[src/rtl/sha256_pkg.sv]
// Shared SHA-256 constants and the message-schedule state encoding.
// Pure declarations: no latency, no flow control.
package sha256_pkg;
  localparam int DATA_WIDTH      = 32;
  localparam int WORDS_PER_BLOCK = 16;
  localparam int ROUNDS          = 64;
  localparam int CNT_W           = 6;

  typedef enum logic [1:0] {
    IDLE   = 2'd0,
    LOAD   = 2'd1,
    EXPAND = 2'd2,
    DONE   = 2'd3
  } sched_state_e;
endpackage

[src/rtl/msg_window.sv]
// 16-word schedule window: indexed load, shift-by-one toward tap 0, taps 0/1/9/14.
// Writes land on the next clock edge; shift has priority, the caller never asserts both.
module msg_window
  import sha256_pkg::*;
(
  input  logic                  clk,
  input  logic                  rst_n,
  input  logic                  load_en,
  input  logic [3:0]            load_idx,
  input  logic [DATA_WIDTH-1:0] load_word,
  input  logic                  shift_en,
  input  logic [DATA_WIDTH-1:0] shift_word,
  output logic [DATA_WIDTH-1:0] tap0,
  output logic [DATA_WIDTH-1:0] tap1,
  output logic [DATA_WIDTH-1:0] tap9,
  output logic [DATA_WIDTH-1:0] tap14
);
  logic [WORDS_PER_BLOCK-1:0][DATA_WIDTH-1:0] win;

  always_ff @(posedge clk or negedge rst_n) begin
    if (!rst_n) begin
      win <= '0;
    end else if (shift_en) begin
      for (int i = 0; i < WORDS_PER_BLOCK - 1; i++) win[i] <= win[i+1];
      win[WORDS_PER_BLOCK-1] <= shift_word;
    end else if (load_en) begin
      win[load_idx] <= load_word;
    end
  end

  assign tap0  = win[0];
  assign tap1  = win[1];
  assign tap9  = win[9];
  assign tap14 = win[14];
endmodule

[src/rtl/sha256_sig.sv]
// SHA-256 small sigma functions SIG0/SIG1 as combinational leaves.
// Zero latency, no flow control.
module sha256_sig0
  import sha256_pkg::*;
(
  input  logic [DATA_WIDTH-1:0] x,
  output logic [DATA_WIDTH-1:0] y
);
  assign y = {x[6:0], x[31:7]} ^ {x[17:0], x[31:18]} ^ (x >> 3);
endmodule

module sha256_sig1
  import sha256_pkg::*;
(
  input  logic [DATA_WIDTH-1:0] x,
  output logic [DATA_WIDTH-1:0] y
);
  assign y = {x[16:0], x[31:17]} ^ {x[18:0], x[31:19]} ^ (x >> 10);
endmodule

[src/rtl/msg_schedule.sv]
// SHA-256 message schedule: loads 16 words, streams W[0..63] at 1 word/cycle, S_w_ready_in low stalls in place.
// Outputs decode from registered state only; MSG_SCHED_ROUND_IDX_EN adds the D_t_out round index port.
module msg_schedule
  import sha256_pkg::*;
(
  input  logic                  clk,
  input  logic                  rst_n,
  input  logic                  S_start_in,
  input  logic [DATA_WIDTH-1:0] S_word_in,
  input  logic                  S_word_valid_in,
  output logic                  D_word_ready_out,
  output logic [DATA_WIDTH-1:0] D_w_out,
  output logic                  D_w_valid_out,
  input  logic                  S_w_ready_in,
`ifdef MSG_SCHED_ROUND_IDX_EN
  output logic [CNT_W-1:0]      D_t_out,
`endif
  output logic                  D_done_out
);
  localparam logic [CNT_W-1:0] LAST_LOAD = CNT_W'(WORDS_PER_BLOCK - 1);
  localparam logic [CNT_W-1:0] LAST_T    = CNT_W'(ROUNDS - 1);

  sched_state_e          state_q, state_d;
  logic [CNT_W-1:0]      cnt_q, cnt_d;
  logic                  load_en, shift_en;
  logic [DATA_WIDTH-1:0] w0, w1, w9, w14, s0, s1, w_new;

  always_ff @(posedge clk or negedge rst_n) begin
    if (!rst_n) begin
      state_q <= IDLE;
      cnt_q   <= '0;
    end else begin
      state_q <= state_d;
      cnt_q   <= cnt_d;
    end
  end

  always_comb begin
    state_d          = state_q;
    cnt_d            = cnt_q;
    load_en          = 1'b0;
    shift_en         = 1'b0;
    D_word_ready_out = 1'b0;
    D_w_valid_out    = 1'b0;
    D_done_out       = 1'b0;
    case (state_q)
      IDLE: begin
        if (S_start_in) begin
          state_d = LOAD;
          cnt_d   = '0;
        end
      end
      LOAD: begin
        D_word_ready_out = 1'b1;
        if (S_word_valid_in) begin
          load_en = 1'b1;
          cnt_d   = cnt_q + 1'b1;
          if (cnt_q == LAST_LOAD) begin
            state_d = EXPAND;
            cnt_d   = '0;
          end
        end
      end
      EXPAND: begin
        D_w_valid_out = 1'b1;
        if (S_w_ready_in) begin
          shift_en = 1'b1;
          cnt_d    = cnt_q + 1'b1;
          if (cnt_q == LAST_T) state_d = DONE;
        end
      end
      DONE: begin
        D_done_out = 1'b1;
        state_d    = IDLE;
      end
      default: state_d = IDLE;
    endcase
  end

  msg_window u_window (
    .clk        (clk),
    .rst_n      (rst_n),
    .load_en    (load_en),
    .load_idx   (cnt_q[3:0]),
    .load_word  (S_word_in),
    .shift_en   (shift_en),
    .shift_word (w_new),
    .tap0       (w0),
    .tap1       (w1),
    .tap9       (w9),
    .tap14      (w14)
  );

  sha256_sig0 u_sig0 (.x(w1),  .y(s0));
  sha256_sig1 u_sig1 (.x(w14), .y(s1));

  // Words produced past t=47 are never emitted, so the shift runs unguarded to the end.
  assign w_new   = s1 + w9 + s0 + w0;
  assign D_w_out = (state_q == EXPAND) ? w0 : '0;

`ifdef MSG_SCHED_ROUND_IDX_EN
  assign D_t_out = (state_q == EXPAND) ? cnt_q : '0;
`endif
endmodule

[config.mk]
export PLATFORM = sky130hd
export DESIGN_NAME = msg_schedule
export DESIGN_NICKNAME = d
export VERILOG_FILES = /design/src/rtl/sha256_pkg.sv /design/src/rtl/msg_window.sv /design/src/rtl/sha256_sig.sv /design/src/rtl/msg_schedule.sv
export SDC_FILE = /design/constraint.sdc
export NUM_CORES = 1
export LEC_CHECK = 0
export CORE_ASPECT_RATIO = 0.8
export CORE_MARGIN = 5
export CORE_UTILIZATION = 50
export DETAILED_ROUTE_END_ITERATION = 16
export GPL_ROUTABILITY_DRIVEN = 1
export GPL_TIMING_DRIVEN = 0
export PLACE_DENSITY_LB_ADDON = 0.3
export REMOVE_ABC_BUFFERS = 1
export SLEW_MARGIN = 20
export SYNTH_ARGS = -nofsm -noshare
export SYNTH_HDL_FRONTEND = slang
export SYNTH_SLANG_ARGS = --single-unit
export TNS_END_PERCENT = 100
[constraint.sdc]
create_clock -name clk -period 11.9 [get_ports clk]
set_input_delay 2.38 -clock clk [delete_from_list [all_inputs] [get_ports clk]]
set_output_delay 2.38 -clock clk [all_outputs]
set_load 0.01 [all_outputs]
==> results.txt <==
----------------------------------------------------
[Worst setup path]
  R2R setup slack ... about 7.2 ns
  Crit path max-delay cell type ... ha_1
  CP Class ... reg2out
  R2r worst-path depth ... 18
  Critical Path End Type ... output pin
  Reg-to-reg critical path startpoint ... u_window.tap1[19]$_DFFE_PN0P_
  Largest delay contributor family on the critical path ... buffers and inverters
  CP required ... between 9 and 10 ns
  RR Endpoint ... u_window.win[511]$_DFFE_PN0P_
  Start point of the critical path ... state_q[0]$_DFFE_PN0P_
  Crit path cell chain ... inv_1 > ha_1 > inv_2 > nor2_1 > clkdlybuf4s50_1
  CP peak stage delay ... just under 0.8 ns
  Critical path arrival ... 3.55 ns
  Sum of buffers and inverters on the critical path ... 3
  Largest driver fanout on the critical path ... 29
  Launching element type of the critical path ... flip-flop

[Yosys]
  Mapped Avg Cell Area ... 9.68 um2
  Post-synthesis compound-gate area fraction ... roughly 11%
  Yosys synthesis warning count ... 0
  Post-Synth Adder-Cell Area ... under 10%
  Share of synthesized area occupied by flip-flops and latches ... a little under half
  Xor-xnor portion of the synthesized cell area ... approximately 4.5%
  Synth Area in Simple Gates ... 9.05%
  Mux cell area share after synthesis ... between 15 and 20%
  Number of synthesized flops with an enable pin ... 0
  Combinational family with the most area after synthesis ... multiplexers
  Total of flip-flops plus latches after synthesis ... 520
  Most instantiated flip-flop cell in the synthesis netlist ... dfrtp_1
  Cells after Synth ... a little under 3000
  Count of different cell masters after synthesis ... 50
  Post-synth design cell area ... ~0.028 mm2
  Async SR Flop Fraction ... between 90% and 100%

[Routing]
  Remaining routing DRC violations ... 0
  Routed WL per cell ... 19.9 um
  Via density ... around 5.6
  Number of detailed-route iterations in the first pass ... 7
  Count of nets left with antenna violations after detail routing ... 0
  Number of DRC violations after detailed-routing iteration 0 ... around 1800
  Via total after detailed routing ... a little over 20000
  Post-detailed-routing wire length ... between 70 and 80 mm

[Min path]
  Hold Startpoint ... u_window.win[190]$_DFFE_PN0P_
  Min-delay worst type ... reg2reg
  Min-Delay Endpoint ... u_window.win[158]$_DFFE_PN0P_
  Hold Path Depth ... 2

[Place]
  Routability-driven placement congestion ratio ... just over 0.9
  Detailed-placement wirelength estimate ... 50.4 mm
  Dpl cell area ... roughly 0.03 mm2
  Post-place setup slack ... between 6 and 7 ns
  Placed cell count ... 3550
  Total of buffers placed on input and output ports ... 71

[Outcome]
  Result of the run ... finished, final reports clean

[Die]
  Number of I/O pins ... between 70 and 80
  Starting Density ... ~50%
  Die ar. ... a little over 0.06 mm2
  Total core area ... between 0.05 and 0.06 mm2
  Die Y ... roughly 220 um
  Die W ... between 200 and 300 um
  Number of cell rows ... slightly below 80

[CTS]
  Setup Fix Bufs, Post-CTS ... 0
  TritonCTS clock tree ... yes
  Clock latency reported for the late side of the worst-skew pair ... about 0.61 ns
  Clock sink total ... 520
  Hold bufs inserted after CTS ... 0
  Register clock-pin slew on the reported worst setup and hold paths ... about 0.06 ns
  H-tree lvl count ... 2
  Max clock buf depth ... 3
  Inserted Clock Buffers ... 52
  CTS resizes ... 0
  CTS Root Cell ... clkbuf_16

[GRT]
  Via count of the first global-routing pass ... between 15000 and 20000
  Residual overflow from global routing ... 0
  GRT Overall Usage ... between 20% and 30%
  Number of antenna violations at the first check in global routing ... 1
  Wire length of the first global-routing pass ... 115 mm
  Pin count of the biggest net entering global routing ... between 100 and 150

[STA]
  Worst hold slack across all endpoints ... between 0.4 and 0.5 ns
  Max Transition Viols Final ... 0
  Minimum setup slack in the final design ... between 5 and 6 ns
  Slew headroom ... approximately 38%
  Final Cycle Share ... between 40 and 50%
  RSZ-0062 raised after global routing ... false
  Endpoints failing hold ... 0
  Maximum clock frequency ... between 0.15 and 0.2 GHz
  Final worst path period need ... between 5 and 6 ns
  Clock skew ... 0.0260 ns
  Worst-Margin Slew ... a little over 0.9 ns
  Endpoints failing setup ... 0

[Finish]
  Non-filler cells in the finished layout ... about 3600
  Number of filler instances in the final layout ... 4892
  NumNets Final ... ~3000
  Number of antenna repair diodes ... 0
  Area overhead of the layout relative to synthesis ... 10.9%
  Area of all placed cells without fillers ... between 0.03 and 0.04 mm2
  Ratio of cells with drive above 1 in the final layout ... roughly 5%

[Run]
  Number of max-cap violations ... 0

----------------------------------------------------
cell families after synthesis:
logic type      count (synthesis)
buf+inv                       406
simple gates                  650
flops                         520
xor+xnor                      145
mux                           513
fa+ha+maj                     102
compound gates                608
layout make-up:
type | count | area [um2] | area share [%]
flip-flops and latches | 520 | 13000 | 41.2
multi-input cells | 2018 | 14100 | 44.5
well taps | 760 | 951 | 3.01
clock buffers | 78 | 1530 | 4.84
repair buffers | 99 | 1380 | 4.37
inverters | 153 | 574 | 1.82
clock inverters | 10 | 88.8 | 0.281
cell usage after synthesis, drive strengths merged, types with 9 or more instances:
master / instances / area share, %
a21o: 21 / 0.55
a21oi: 29 / 0.54
buf: 61 / 0.84
clkbuf: 192 / 2.5
dfrtp: 520 / 46
fa: 62 / 4.4
ha: 40 / 1.8
inv: 153 / 2.0
mux2: 10 / 0.41
mux2i: 503 / 18
nand2: 544 / 7.2
nand3: 12 / 0.23
nand4: 9 / 0.22
nor2: 51 / 0.67
o21ai: 529 / 9.3
xnor2: 123 / 3.8
xor2: 22 / 0.68
worst max path at each step:
stage | endpoint | slack, ns | depth (start not counted)
after CTS | D_w_out[22] | 6.03 | 5
after global placement | u_window.win[221]$_DFFE_PN0P_ | -14.31 | 1
final | D_w_out[22] | 5.97 | 5
after detailed placement | u_window.win[368]$_DFFE_PN0P_ | 6.52 | 8
after global routing | D_w_out[20] | 5.86 | 5
after floorplan | u_window.win[511]$_DFFE_PN0P_ | -6.42 | 3
registers in the layout, indices dropped and copies added (netlist names):
register,cells
cnt_q,6
state_q,2
u_window.tap1,32
u_window.tap0,32
u_window.tap9,32
u_window.win,384
u_window.tap14,32
layer usage:
layer	GRT usage (%)	up-vias	routed length, um
met4	5.85	2	1650
met2	34.7	453	31500
met3	3.88	117	3760
li1	-	9585	-
met1	35.1	10100	35500
met5	0	-	13
metrics by stage:
stage	utilization, %	setup TNS (ns)
2_1_floorplan	-	-3204.71
3_3_place_gp	51.6	-
3_5_place_dp	53.0	0
4_1_cts	55.8	0
5_1_grt	55.8	0
6_report	55.8	0
worst min-delay path, delay by kind of cell, from the launching register on:
family | cells | cell delay [ns]
and+or+nand+nor | 1 | 0.04
DFF | 1 | 0.34
AOI/OAI and AO/OA | 1 | 0.06
layout by cell type, fill, tap and decap left out, drive strengths merged, types with 9 or more instances in the layout:
cell type,synthesis,layout
inv,153,155
fa,62,62
clkbuf,192,78
nand2,544,544
a21o,21,21
mux2i,503,503
clkdlybuf4s50,0,70
a21oi,29,29
nor2,51,51
xnor2,123,123
mux2,10,10
o21ai,529,529
xor2,22,22
dfrtp,520,520
nand3,12,12
nand4,9,9
buf,61,29
ha,40,40
Power is left out: the tool's default activity adds up to more than one toggle a clock period on the data nets, which glitch-free logic cannot reach.
